[src/rtl/key_unlock_loader.sv]
// Serial key loader for the key-locked counter core: shifts in a parity-protected
// key frame, commits it to sk, and locks out after repeated parity failures.
module key_unlock_loader #(
  parameter int KEY_W       = 4,
  parameter int FAIL_MAX    = 3,
  parameter int LOCKOUT_CYC = 16
) (
  input  logic             clk_i,
  input  logic             rst_ni,
  input  logic             key_start_i,
  input  logic             key_valid_i,
  input  logic             key_bit_i,
  output logic             key_ready_o,
  input  logic             enable_in_i,
  output logic [KEY_W-1:0] sk_o,
  output logic             core_enable_o,
  output logic             key_loaded_o,
  output logic             key_err_o,
  output logic             lockout_o
);

  localparam int CNT_W = $clog2(KEY_W + 2);

  typedef enum logic [2:0] {
    IDLE    = 3'd0,
    SHIFT   = 3'd1,
    CHECK   = 3'd2,
    LOADED  = 3'd3,
    LOCKOUT = 3'd4
  } state_e;

  state_e           state_q, state_d;
  logic [KEY_W:0]   shadow_q, shadow_d;
  logic [CNT_W-1:0] bit_cnt_q, bit_cnt_d;
  logic [3:0]       fail_cnt_q, fail_cnt_d;
  logic [3:0]       fail_inc;
  logic [7:0]       timer_q, timer_d;
  logic [KEY_W-1:0] sk_q, sk_d;
  logic             loaded_q, loaded_d;
  logic             err_q, err_d;
  logic             lock_q, lock_d;

  always_ff @(posedge clk_i or negedge rst_ni) begin
    if (!rst_ni) begin
      state_q    <= IDLE;
      shadow_q   <= '0;
      bit_cnt_q  <= '0;
      fail_cnt_q <= '0;
      timer_q    <= '0;
      sk_q       <= '0;
      loaded_q   <= 1'b0;
      err_q      <= 1'b0;
      lock_q     <= 1'b0;
    end else begin
      state_q    <= state_d;
      shadow_q   <= shadow_d;
      bit_cnt_q  <= bit_cnt_d;
      fail_cnt_q <= fail_cnt_d;
      timer_q    <= timer_d;
      sk_q       <= sk_d;
      loaded_q   <= loaded_d;
      err_q      <= err_d;
      lock_q     <= lock_d;
    end
  end

  // Saturating increment so a pathological FAIL_MAX can never wrap the counter.
  assign fail_inc = (fail_cnt_q == 4'hF) ? fail_cnt_q : fail_cnt_q + 4'd1;

  always_comb begin
    state_d    = state_q;
    shadow_d   = shadow_q;
    bit_cnt_d  = bit_cnt_q;
    fail_cnt_d = fail_cnt_q;
    timer_d    = timer_q;
    sk_d       = sk_q;
    loaded_d   = loaded_q;
    err_d      = 1'b0;
    lock_d     = lock_q;
    case (state_q)
      IDLE, LOADED: begin
        if (key_start_i) begin
          shadow_d  = '0;
          bit_cnt_d = '0;
          state_d   = SHIFT;
        end
      end
      SHIFT: begin
        // A restart strobe wins over any bit presented on the same cycle.
        if (key_start_i) begin
          shadow_d  = '0;
          bit_cnt_d = '0;
        end else if (bit_cnt_q == CNT_W'(KEY_W + 1)) begin
          state_d = CHECK;
        end else if (key_valid_i) begin
          shadow_d  = {shadow_q[KEY_W-1:0], key_bit_i};
          bit_cnt_d = bit_cnt_q + CNT_W'(1);
        end
      end
      CHECK: begin
        if (^shadow_q == 1'b0) begin
          sk_d       = shadow_q[KEY_W:1];
          loaded_d   = 1'b1;
          fail_cnt_d = '0;
          state_d    = LOADED;
        end else begin
          err_d      = 1'b1;
          fail_cnt_d = fail_inc;
          if (fail_inc == 4'(FAIL_MAX)) begin
            sk_d     = '0;
            loaded_d = 1'b0;
            lock_d   = 1'b1;
            timer_d  = '0;
            state_d  = LOCKOUT;
          end else begin
            state_d = loaded_q ? LOADED : IDLE;
          end
        end
      end
      LOCKOUT: begin
        if (timer_q == 8'(LOCKOUT_CYC - 1)) begin
          fail_cnt_d = '0;
          lock_d     = 1'b0;
          state_d    = IDLE;
        end else begin
          timer_d = timer_q + 8'd1;
        end
      end
      default: state_d = IDLE;
    endcase
  end

  assign key_ready_o   = (state_q == IDLE) || (state_q == SHIFT) || (state_q == LOADED);
  assign sk_o          = sk_q;
  assign key_loaded_o  = loaded_q;
  assign core_enable_o = enable_in_i & loaded_q;
  assign key_err_o     = err_q;
  assign lockout_o     = lock_q;

endmodule

[config.mk]
export PLATFORM = sky130hd
export DESIGN_NAME = key_unlock_loader
export DESIGN_NICKNAME = d
export VERILOG_FILES = /design/src/rtl/key_unlock_loader.sv
export SDC_FILE = /design/constraint.sdc
export NUM_CORES = 1
export LEC_CHECK = 0
export CAP_MARGIN = 10
export CORE_MARGIN = 2
export CORE_UTILIZATION = 55
export CTS_BUF_LIST = sky130_fd_sc_hd__clkbuf_8
export DETAILED_ROUTE_END_ITERATION = 8
export GPL_ROUTABILITY_DRIVEN = 1
export PLACE_DENSITY_LB_ADDON = 0.2
export SYNTH_ARGS = -nofsm -noshare
export SYNTH_HDL_FRONTEND = slang
export SYNTH_SLANG_ARGS = --single-unit
[constraint.sdc]
create_clock -name clk_i -period 4.6 [get_ports clk_i]
set_input_delay 0.92 -clock clk_i [delete_from_list [all_inputs] [get_ports clk_i]]
set_output_delay 0.92 -clock clk_i [all_outputs]
set_load 0.02 [all_outputs]
# Word-level counts from Yosys, hierarchy flattened
# Index checks and enable logic that the tools add are counted.
# word_totals
out_inout_bits	9
ff_bits	30
in_bits	6
# classes
n_reduce_logical	13
n_bitwise	1
mux	36
add_sub_neg	3
eq_ne	18
# op_table
operator	count
two-way mux 3 bit	10
two-way mux 8 bit	3
two-way mux 4 bit	5
two-way mux 5 bit	4
case mux 8 bit (2 select lines)	1
AND reduction 4 bit	4
!= test 2 bit (second input constant)	7
case mux 3 bit (4 select lines)	1
case mux 5 bit (2 select lines)	1
adder 8 x 1 -> 8 bit (second input constant)	1
== test 8 x 4 -> 1 bit (second input constant)	1
case mux 4 bit (2 select lines)	1
two-way mux 1 bit	7
== test 3 x 2 -> 1 bit (second input constant)	2
== test 3 bit (second input constant)	2
!= test 3 bit (second input constant)	2
case mux 3 bit (2 select lines)	1
parity 5 bit	1
adder 4 x 1 -> 4 bit (second input constant)	1
== test 4 x 2 -> 1 bit (second input constant)	1
== test 4 bit (second input constant)	1
AND reduction 2 bit	2
nonzero test 2 bit	2
adder 3 x 1 -> 3 bit (second input constant)	1
other kinds (8)	9

# Logic depth before layout (Yosys ltp)
# Gate-level depths: netlist of the first run.
# logic_depth
ltp_word	6
ltp_mapped	7

# Worst setup path after synthesis of the first run
# OpenSTA, ideal clock, no wires.
# synth_timing
kind	in2out
from	in enable_in_i
to	out core_enable_o
arrival_time_ns	1.136
n_path_buf	0
stages	1
required_time_ns	3.680
slack_ns	2.544
cell_sequence	and2_1
# synth_via
elab_chain_cells	1
# synth_lines
item	line	rtl
start, declared	14	input logic enable_in_i,
bitwise AND 1 bit	136	assign core_enable_o = enable_in_i & loaded_q;
end, declared	16	output logic core_enable_o,
# Every way passes these cells.

# Worst setup path after layout of the first run
# Same ends and word-level chain as after synthesis.

==> impl_metrics.env, run 1 <==
export IMPL_multi_input_area_um2=793.3
export IMPL_intPower_uw=417.3
export IMPL_cts_tree="yes"
export IMPL_synth_flop_cell="dfrtp_1"
export IMPL_total_power_uw=571.8
export IMPL_synthXorXnorAreaFrac=0.02157
export IMPL_drv_cap=0
export IMPL_first_global_vias=1292
export IMPL_drc=0
export IMPL_crit_arrival_ns=2.09
export IMPL_ys_seq_elements=30
export IMPL_die_w_um=58.34
export IMPL_rsz0062_at_grt="no"
export IMPL_crit_top_cell="clkdlybuf4s50_1"
export IMPL_initial_utilization=0.5839
export IMPL_die_area_um2=3404
export IMPL_layout_min_cycle_time_ns=3.009
export IMPL_first_pass_iters=4
export IMPL_drv_slew=0
export IMPL_max_freq_mhz=332.4
export IMPL_setup_viol=0
export IMPL_clkPwrFrac=0.340
export IMPL_net_switching_power_uw=154.5
export IMPL_synth_cells=156
export IMPL_synth_compound_area_share=0.1487
export IMPL_synth_edf_count=0
export IMPL_yosysSeqAreaShare=0.4622
export IMPL_ant_nets=0
export IMPL_ios=15
export IMPL_coreArea_um2=2781
export IMPL_cts_inserted_buffers=5
export IMPL_num_vias=1266
export IMPL_worstSkewPairLatency_ns=0.29
export IMPL_dp_hpwl_um=2247
export IMPL_grt_pass1_wl_um=5692
export IMPL_routed_via_density=6.146
export IMPL_cts_resized_gates=0
export IMPL_rrSetupSlack_ns=2.53
export IMPL_worstPathCellList="clkdlybuf4s50_1 > and2_1 > clkdlybuf4s50_1"
export IMPL_globalRouteTotalUtil=0.2275
export IMPL_regArea_um2=750.7
export IMPL_synth_distinct_cells=47
export IMPL_cts_sinks=30
export IMPL_syn_area_um2=1624
export IMPL_path_clk_slew_ns=0.06
export IMPL_cp_end_kind="output pin"
export IMPL_path_buf_inv=2
export IMPL_core_rowCount=19
export IMPL_ir_drop_uv=245.2
export IMPL_fin_nets=186
export IMPL_synth_nets=167
export IMPL_finalCritPeriodShare=0.6540
export IMPL_path_delay_family="buffers and inverters"
export IMPL_grt_antenna_before_repair=0
export IMPL_cp_required_ns=3.68
export IMPL_power_density_nw_per_um2=306.9
export IMPL_cp_max_fo=1
export IMPL_drtIter0Drc=49
export IMPL_cts_buffer_depth=2
export IMPL_area_growth_pct=14.72
export IMPL_synth_simple_gate_area_frac=0.2042
export IMPL_htree_levels=2
export IMPL_switching_share=0.2701
export IMPL_async_reset_ff_frac=1.000
export IMPL_nFillCells=218
export IMPL_grt_max_degree=31
export IMPL_slowest_delay_ns=0.60
export IMPL_synth_avg_cell_area_um2=10.41
export IMPL_synthAdderAreaFrac=0.03852
export IMPL_worstMarginPinSlew_ns=0.4569
export IMPL_hold_viol=0
export IMPL_min_delay_path_class="flip-flop to flip-flop"
export IMPL_grt_overflow_total=0
export IMPL_synth_area_mux_share=0.07550
export IMPL_combPwrFrac=0.152
export IMPL_ctsHoldBuffers=0
export IMPL_wire_per_inst_um=15.45
export IMPL_relSlewSlack=0.6944
export IMPL_critPathKind="input port to output pin"
export IMPL_worst_path_max_delay_cell="clkdlybuf4s50_1"
export IMPL_drt_total_wl_um=3182
export IMPL_start_kind="input port"
export IMPL_antennaDiodeCount=0
export IMPL_power_leakage_nw=0.8403
export IMPL_outcome="completed"
export IMPL_synth_top_family_by_area="simple AND/OR/NAND/NOR gates"
export IMPL_drive_gt1_frac=0.09143
export IMPL_dieHeight_um=58.34
export IMPL_yosys_warnings=0
export IMPL_io_buffers=14
export IMPL_fin_skew_ns=0.005858
export IMPL_gp_congestion=0.7861
export IMPL_finalSetupTns_ns=0
export IMPL_final_common_cell="dfrtp_1"
export IMPL_post_cts_buffers=0
export IMPL_clockRootBuffer="clkbuf_8"
export IMPL_sequentialPowerShare=0.508
export IMPL_layout_common_cells="dfrtp_1 (30), inv_1 (15), clkdlybuf4s50_1 (14)"
[metal layers]
layer / track usage / wire length [um]
met1: 0.2783 / 1426
met2: 0.3596 / 1570
met3: 0.07692 / 125
met4: 0.1130 / 60
met5: 0 / 0
[through the flow]
step	util	cells	setup slack (ns)	hold slack (ns)	instance area, um^2
2_1_floorplan	-	156	2.544	0.4711	1624
3_3_place_gp	0.6424	199	1.609	0.4866	1787
3_5_place_dp	0.6424	199	1.588	0.4865	1787
4_1_cts	0.6698	206	1.582	0.5077	1863
5_1_grt	0.6698	206	1.568	0.5263	1863
6_report	0.6698	206	1.591	0.5043	1863
[cells in the mapped netlist (2+ instances only)]
master,count,area share
a21o_1,2,0.0092
a21oi_1,13,0.040
a22o_1,4,0.022
a31oi_1,3,0.012
and2_1,6,0.023
and3_1,2,0.0077
buf_6,2,0.014
dfrtp_1,30,0.46
ha_1,5,0.039
inv_1,13,0.030
mux2_2,2,0.014
mux2i_1,10,0.062
nand2_1,12,0.028
nand3_1,12,0.037
nand4_1,2,0.0077
nor2_1,3,0.0069
nor3b_1,2,0.0092
or3b_1,2,0.011
xnor2_1,3,0.016
[final timing paths]
kind | end | startpoint | cells after the start
min in group asynchronous | sk_o[3]$_DFFE_PN0P_ | rst_ni | 2
setup reg to reg | sk_o[3]$_DFFE_PN0P_ | shadow_q[3]$_DFFE_PN0P_ | 6
hold / removal | sk_o[2]$_DFFE_PN0P_ | sk_o[2]$_DFFE_PN0P_ | 1
max in group asynchronous | key_err_o$_DFF_PN0_ | rst_ni | 2
setup / recovery | core_enable_o | enable_in_i | 3
hold reg to reg | sk_o[2]$_DFFE_PN0P_ | sk_o[2]$_DFFE_PN0P_ | 1
[cell type report]
cell class,instances,share of cell area
well taps,31,0.02082
multi-input cells,109,0.4258
flip-flops and latches,30,0.4030
clock inverters,2,0.004030
inverters,13,0.02619
repair buffers,16,0.08328
clock buffers,5,0.03694
[logic make-up after synthesis]
kind of cell,Yosys count
xor gates and xnor gates,4
DFF,30
muxes,12
buffers and inverters,17
adders and majority gates,5
and+or+nand+nor,52
AOI/OAI and AO/OA,36
[registers in the layout, indices dropped and copies added, names as in the netlist]
| name | cells |
|---|---|
| state_q | 3 |
| lockout_o | 1 |
| key_err_o | 1 |
| bit_cnt_q | 3 |
| fail_cnt_q | 4 |
| sk_o | 4 |
| key_loaded_o | 1 |
| shadow_q | 5 |
| timer_q | 8 |
[power groups by stage]
stage | registers, mW | clock network [mW] | logic, mW
after floorplan | 0.297 | 0 | 0.0530
after global placement | 0.295 | 0 | 0.0850
after detailed placement | 0.296 | 0 | 0.0870
after CTS | 0.291 | 0.200 | 0.0879
after global routing | 0.293 | 0.208 | 0.0970
final | 0.291 | 0.194 | 0.0868
Note: power is estimated with default switching activity, not from simulation.
==> run 2: changes to the inputs <==
Clock period 4.6 ns to 2.8 ns, I/O delays scaled along.
==> run 2 against run 1 <==
Sequential share of layout area fell by 0.69 points. Combinational power up 66%. Power is 85% higher. Clock-buffer cell count is the same. Final cell count increased by 0.49%. Die area unchanged. Register-to-register slack worse by 1.9 ns. Clock skew about the same. Final area grew 1.7%. Worst hold slack improved by 0.0029 ns. Utilization grew 1.2 points. Clock power is 120% higher.
==> impl_metrics.env, run 2 (synthesized netlist as in run 1, its figures left out) <==
export IMPL_outcome="completed"
export IMPL_coreArea_um2=2781
export IMPL_finalSetupTns_ns=0
export IMPL_cts_buffer_depth=2
export IMPL_finalCritPeriodShare=0.8184
export IMPL_drt_total_wl_um=3234
export IMPL_drv_cap=0
export IMPL_setup_viol=0
export IMPL_core_rowCount=19
export IMPL_path_delay_family="buffers and inverters"
export IMPL_htree_levels=2
export IMPL_holdWs_ns=0.5072
export IMPL_die_area_um2=3404
export IMPL_min_delay_path_class="flip-flop to flip-flop"
export IMPL_final_common_cell="dfrtp_1"
export IMPL_net_switching_power_uw=271.7
export IMPL_hold_viol=0
export IMPL_switching_share=0.2574
export IMPL_use_met1=0.2847
export IMPL_gp_congestion=0.7861
export IMPL_top_usage_layer="met2"
export IMPL_clkPwrFrac=0.411
export IMPL_worstPathCellList="inv_1 > nor2_1 > nor2_1 > clkdlybuf4s50_1"
export IMPL_layout_min_cycle_time_ns=2.291
export IMPL_globalRouteTotalUtil=0.2226
export IMPL_grt_overflow_total=0
export IMPL_dp_hpwl_um=2239
export IMPL_top_regs="timer_q (8), shadow_q (5)"
export IMPL_cts_resized_gates=0
export IMPL_fin_skew_ns=0.005609
export IMPL_grt_use_met2=0.3467
export IMPL_num_vias=1240
export IMPL_slowest_delay_ns=0.55
export IMPL_worstSkewPairLatency_ns=0.29
export IMPL_start_kind="flip-flop"
export IMPL_relSlewSlack=0.6641
export IMPL_grt_antenna_before_repair=0
export IMPL_power_leakage_nw=0.8516
export IMPL_ant_nets=0
export IMPL_drc=0
export IMPL_sequentialPowerShare=0.453
export IMPL_drv_slew=0
export IMPL_first_global_vias=1250
export IMPL_largest_reg_flops=8
export IMPL_combPwrFrac=0.137
export IMPL_drtIter0Drc=61
export IMPL_worst_path_max_delay_cell="clkdlybuf4s50_1"
export IMPL_cts_tree="yes"
export IMPL_cts_inserted_buffers=5
export IMPL_crit_top_cell="nor2_1"
export IMPL_post_cts_buffers=0
export IMPL_rsz0062_at_grt="no"
export IMPL_grtUsageMet3=0.06813
export IMPL_intPower_uw=783.8
export IMPL_cts_sinks=30
export IMPL_cp_end_kind="output pin"
export IMPL_dieHeight_um=58.34
export IMPL_die_w_um=58.34
export IMPL_ctsHoldBuffers=0
export IMPL_cp_required_ns=2.24
export IMPL_grt_max_degree=31
export IMPL_path_buf_inv=2
export IMPL_initial_utilization=0.5839
export IMPL_top_register="timer_q"
export IMPL_grt_pass1_wl_um=5589
export IMPL_cp_max_fo=7
export IMPL_area_growth_pct=16.72
export IMPL_max_freq_mhz=436.4
export IMPL_path_clk_slew_ns=0.07
export IMPL_routed_via_density=5.990
export IMPL_ios=15
export IMPL_wire_per_inst_um=15.62
export IMPL_layout_common_cells="dfrtp_1 (30), clkdlybuf4s50_1 (14), inv_1 (13), a21oi_1 (13)"
export IMPL_total_power_mw=1.056
export IMPL_fin_nets=186
export IMPL_antennaDiodeCount=0
export IMPL_worstMarginPinSlew_ns=0.4976
export IMPL_drive_gt1_frac=0.1080
export IMPL_ir_drop_uv=537.4
export IMPL_first_pass_iters=4
export IMPL_crit_arrival_ns=1.73
export IMPL_power_density_nw_per_um2=556.8
export IMPL_nFillCells=225
export IMPL_clockRootBuffer="clkbuf_8"
export IMPL_critPathKind="flip-flop to output pin"
export IMPL_io_buffers=14
-- run 2: worst paths after layout --
kind / slack [ns] / cells past startpoint / to / startpoint
max: 0.51 / 4 / key_ready_o / state_q[1]$_DFFE_PN0P_
min: 0.51 / 1 / timer_q[7]$_DFFE_PN0P_ / timer_q[7]$_DFFE_PN0P_
max reg2reg: 0.66 / 6 / sk_o[3]$_DFFE_PN0P_ / shadow_q[3]$_DFFE_PN0P_
min reg2reg: 0.51 / 1 / timer_q[7]$_DFFE_PN0P_ / timer_q[7]$_DFFE_PN0P_
max in group asynchronous: 1.87 / 2 / timer_q[3]$_DFFE_PN0P_ / rst_ni
min in group asynchronous: 0.65 / 2 / sk_o[0]$_DFFE_PN0P_ / rst_ni
-- run 2: layer usage --
| metal | share of wire | wire (um) |
|---|---|---|
| met5 | 0 | 0 |
| met2 | 0.47 | 1526 |
| met3 | 0.045 | 144 |
| met4 | 0.021 | 67 |
| met1 | 0.46 | 1496 |
-- run 2: power by group through the flow --
stage                     logic [mW]  clock network [mW]  registers (mW)
after floorplan               0.0871                   0           0.488
after global placement         0.139                   0           0.484
after detailed placement       0.145                   0           0.485
after CTS                      0.146               0.437           0.478
after global routing           0.161               0.456           0.481
final                          0.144               0.433           0.478
-- run 2: cell type report --
type                            instances  area (um^2)  area share
Sequential cell                        30        750.7      0.3960
Inverter                               13        48.80     0.02574
Multi-Input combinational cell        109        793.3      0.4185
Clock buffer                            5        68.82     0.03630
Clock inverter                          3        40.04     0.02112
Tap cell                               31        38.79     0.02046
Timing Repair Buffer                   16        155.1     0.08185
-- run 2: metrics by stage --
stage / area, um^2 / std cells / util / worst slack [ns]
global route: 1896 / 207 / 0.6815 / 0.3894
CTS: 1896 / 207 / 0.6815 / 0.5082
global placement: 1787 / 199 / 0.6424 / 0.5293
finish: 1896 / 207 / 0.6815 / 0.5086
floorplan: 1624 / 156 / - / 0.9718
detailed placement: 1787 / 199 / 0.6424 / 0.5077
-- run 2: worst register-to-register path, stage by stage (launching register included) --
cell	delay, ns
dfrtp_1	0.42
xor2_1	0.18
xnor2_1	0.15
ha_1	0.38
inv_1	0.13
o21ai_1	0.37
mux2_2	0.40
==> run 3: changes to the inputs <==
Settings changed: CORE_UTILIZATION 55 to 53.
Clock period 2.8 ns to 2.1 ns, I/O delays scaled along.
==> run 3 against run 2 <==
Non-clock buffer count up 3. Register-to-register slack worse by 0.51 ns. Clock skew down 0.0026 ns. Largest power group unchanged. Worst hold slack worse by 0.0084 ns. Clock power up 9.0%. Sequential power up 33%. Power up 24%.
==> impl_metrics.env, run 3 (synthesized netlist as in run 1, its figures left out) <==
export IMPL_holdWs_ns=0.4987
export IMPL_worst_path_max_delay_cell="clkdlybuf4s50_1"
export IMPL_crit_top_cell="clkdlybuf4s50_1"
export IMPL_num_vias=1263
export IMPL_outcome="completed"
export IMPL_worstPathCellList="clkdlybuf4s50_1 > and2_1 > clkdlybuf4s50_1"
export IMPL_cts_sinks=30
export IMPL_power_leakage_nw=0.8570
export IMPL_cts_tree="yes"
export IMPL_nFillCells=247
export IMPL_worstMarginPinSlew_ns=0.4545
export IMPL_dp_hpwl_um=2434
export IMPL_die_area_um2=3523
export IMPL_design_area_um2=1909
export IMPL_drv_slew=0
export IMPL_antennaDiodeCount=0
export IMPL_hold_viol=0
export IMPL_cts_buffer_depth=2
export IMPL_drt_total_wl_um=3485
export IMPL_finalCritPeriodShare=0.9646
export IMPL_htree_levels=2
export IMPL_final_common_cell="dfrtp_1"
export IMPL_fin_nets=189
export IMPL_die_w_um=59.36
export IMPL_start_kind="input port"
export IMPL_finalNonFillerCells=212
export IMPL_rsz0062_at_grt="no"
export IMPL_cp_end_kind="output pin"
export IMPL_fin_skew_ns=0.002960
export IMPL_top_regs="timer_q (8), shadow_q (5)"
export IMPL_coreArea_um2=2978
export IMPL_first_pass_iters=4
export IMPL_grt_antenna_before_repair=0
export IMPL_crit_arrival_ns=1.61
export IMPL_grt_pass1_wl_um=5858
export IMPL_globalRouteTotalUtil=0.2280
export IMPL_max_freq_mhz=493.6
export IMPL_setup_viol=0
export IMPL_core_rowCount=20
export IMPL_grt_max_degree=31
export IMPL_dieHeight_um=59.36
export IMPL_drc=0
export IMPL_drive_gt1_frac=0.1285
export IMPL_fin_util=0.6412
export IMPL_ios=15
export IMPL_wire_per_inst_um=16.44
export IMPL_ctsHoldBuffers=0
export IMPL_cp_max_fo=1
export IMPL_top_register="timer_q"
export IMPL_slowest_delay_ns=0.61
export IMPL_layout_common_cells="dfrtp_1 (29), inv_1 (14), a21oi_1 (13), clkdlybuf4s50_1 (13)"
export IMPL_routed_via_density=5.958
export IMPL_cts_inserted_buffers=5
export IMPL_cp_required_ns=1.68
export IMPL_grt_overflow_total=0
export IMPL_rr_worst_depth=5
export IMPL_drv_cap=0
export IMPL_holdPathStages=1
export IMPL_first_global_vias=1276
export IMPL_largest_reg_flops=8
export IMPL_post_place_cells=204
export IMPL_layout_min_cycle_time_ns=2.026
export IMPL_gp_congestion=0.9521
export IMPL_initial_utilization=0.5454
export IMPL_power_density_nw_per_um2=683.7
export IMPL_rrSetupSlack_ns=0.15
export IMPL_path_clk_slew_ns=0.06
export IMPL_place_area_um2=1812
export IMPL_min_delay_path_class="flip-flop to flip-flop"
export IMPL_critPathKind="input port to output pin"
export IMPL_relSlewSlack=0.6960
export IMPL_ir_drop_uv=439.2
export IMPL_ant_nets=0
export IMPL_io_buffers=14
export IMPL_area_growth_pct=17.57
export IMPL_finalSetupTns_ns=0
export IMPL_drtIter0Drc=38
export IMPL_worstSkewPairLatency_ns=0.28
export IMPL_clockRootBuffer="clkbuf_8"
run 3: report_power, final:
| part | internal, mW | leakage [nW] | switching (mW) |
|---|---|---|---|
| Combinational | 0.0917 | 0.400 | 0.103 |
| Clock | 0.259 | 0.0524 | 0.213 |
| Sequential | 0.607 | 0.405 | 0.0309 |
run 3: metrics by stage:
| step | power, mW | worst slack, ns |
|---|---|---|
| final | 1.305 | 0.07427 |
| after global routing | 1.360 | 0.01145 |
| after CTS | 1.323 | 0.003768 |
| after detailed placement | 0.8445 | 0.06658 |
| after global placement | 0.8324 | 0.1078 |
| after floorplan | 0.7665 | 0.2718 |
run 3: layout make-up:
type                    instances  area [um^2]  share of cell area
clock inverters                 2        8.758            0.004587
repair buffers                 19        180.2             0.09436
inverters                      13        48.80             0.02556
clock buffers                   6        82.58             0.04325
multi-input cells             109        795.8              0.4168
well taps                      33        41.29             0.02163
flip-flops and latches         30        752.0              0.3938
run 3: worst max-delay path: cells and delay by family:
kind	cells	cell delay, ns
buffers and inverters	2	1.06
AND/OR/NAND/NOR	1	0.12
run 3: worst paths after layout:
check	start	endpoint
worst max-delay path	enable_in_i	core_enable_o
worst min-delay path	sk_o[0]$_DFFE_PN0P_	sk_o[0]$_DFFE_PN0P_
worst max register to register	fail_cnt_q[0]$_DFFE_PN0P_	timer_q[1]$_DFFE_PN0P_
worst min register to register	sk_o[0]$_DFFE_PN0P_	sk_o[0]$_DFFE_PN0P_
max in group asynchronous	rst_ni	state_q[1]$_DFFE_PN0P_
min in group asynchronous	rst_ni	bit_cnt_q[2]$_DFFE_PN0P_
run 3: repair_timing:
action	CTS	global route
resized for setup	1	2
setup endpoints to repair	1	1
setup buffers	0	0
gates cloned	0	0
run 3: routing by layer:
metal | global-route usage | vias up | wire, um
li1 | - | 609 | -
met1 | 0.2610 | 623 | 1429
met2 | 0.3893 | 25 | 1854
met3 | 0.05677 | 6 | 128
met4 | 0.1201 | 0 | 72
met5 | 0 | - | 0
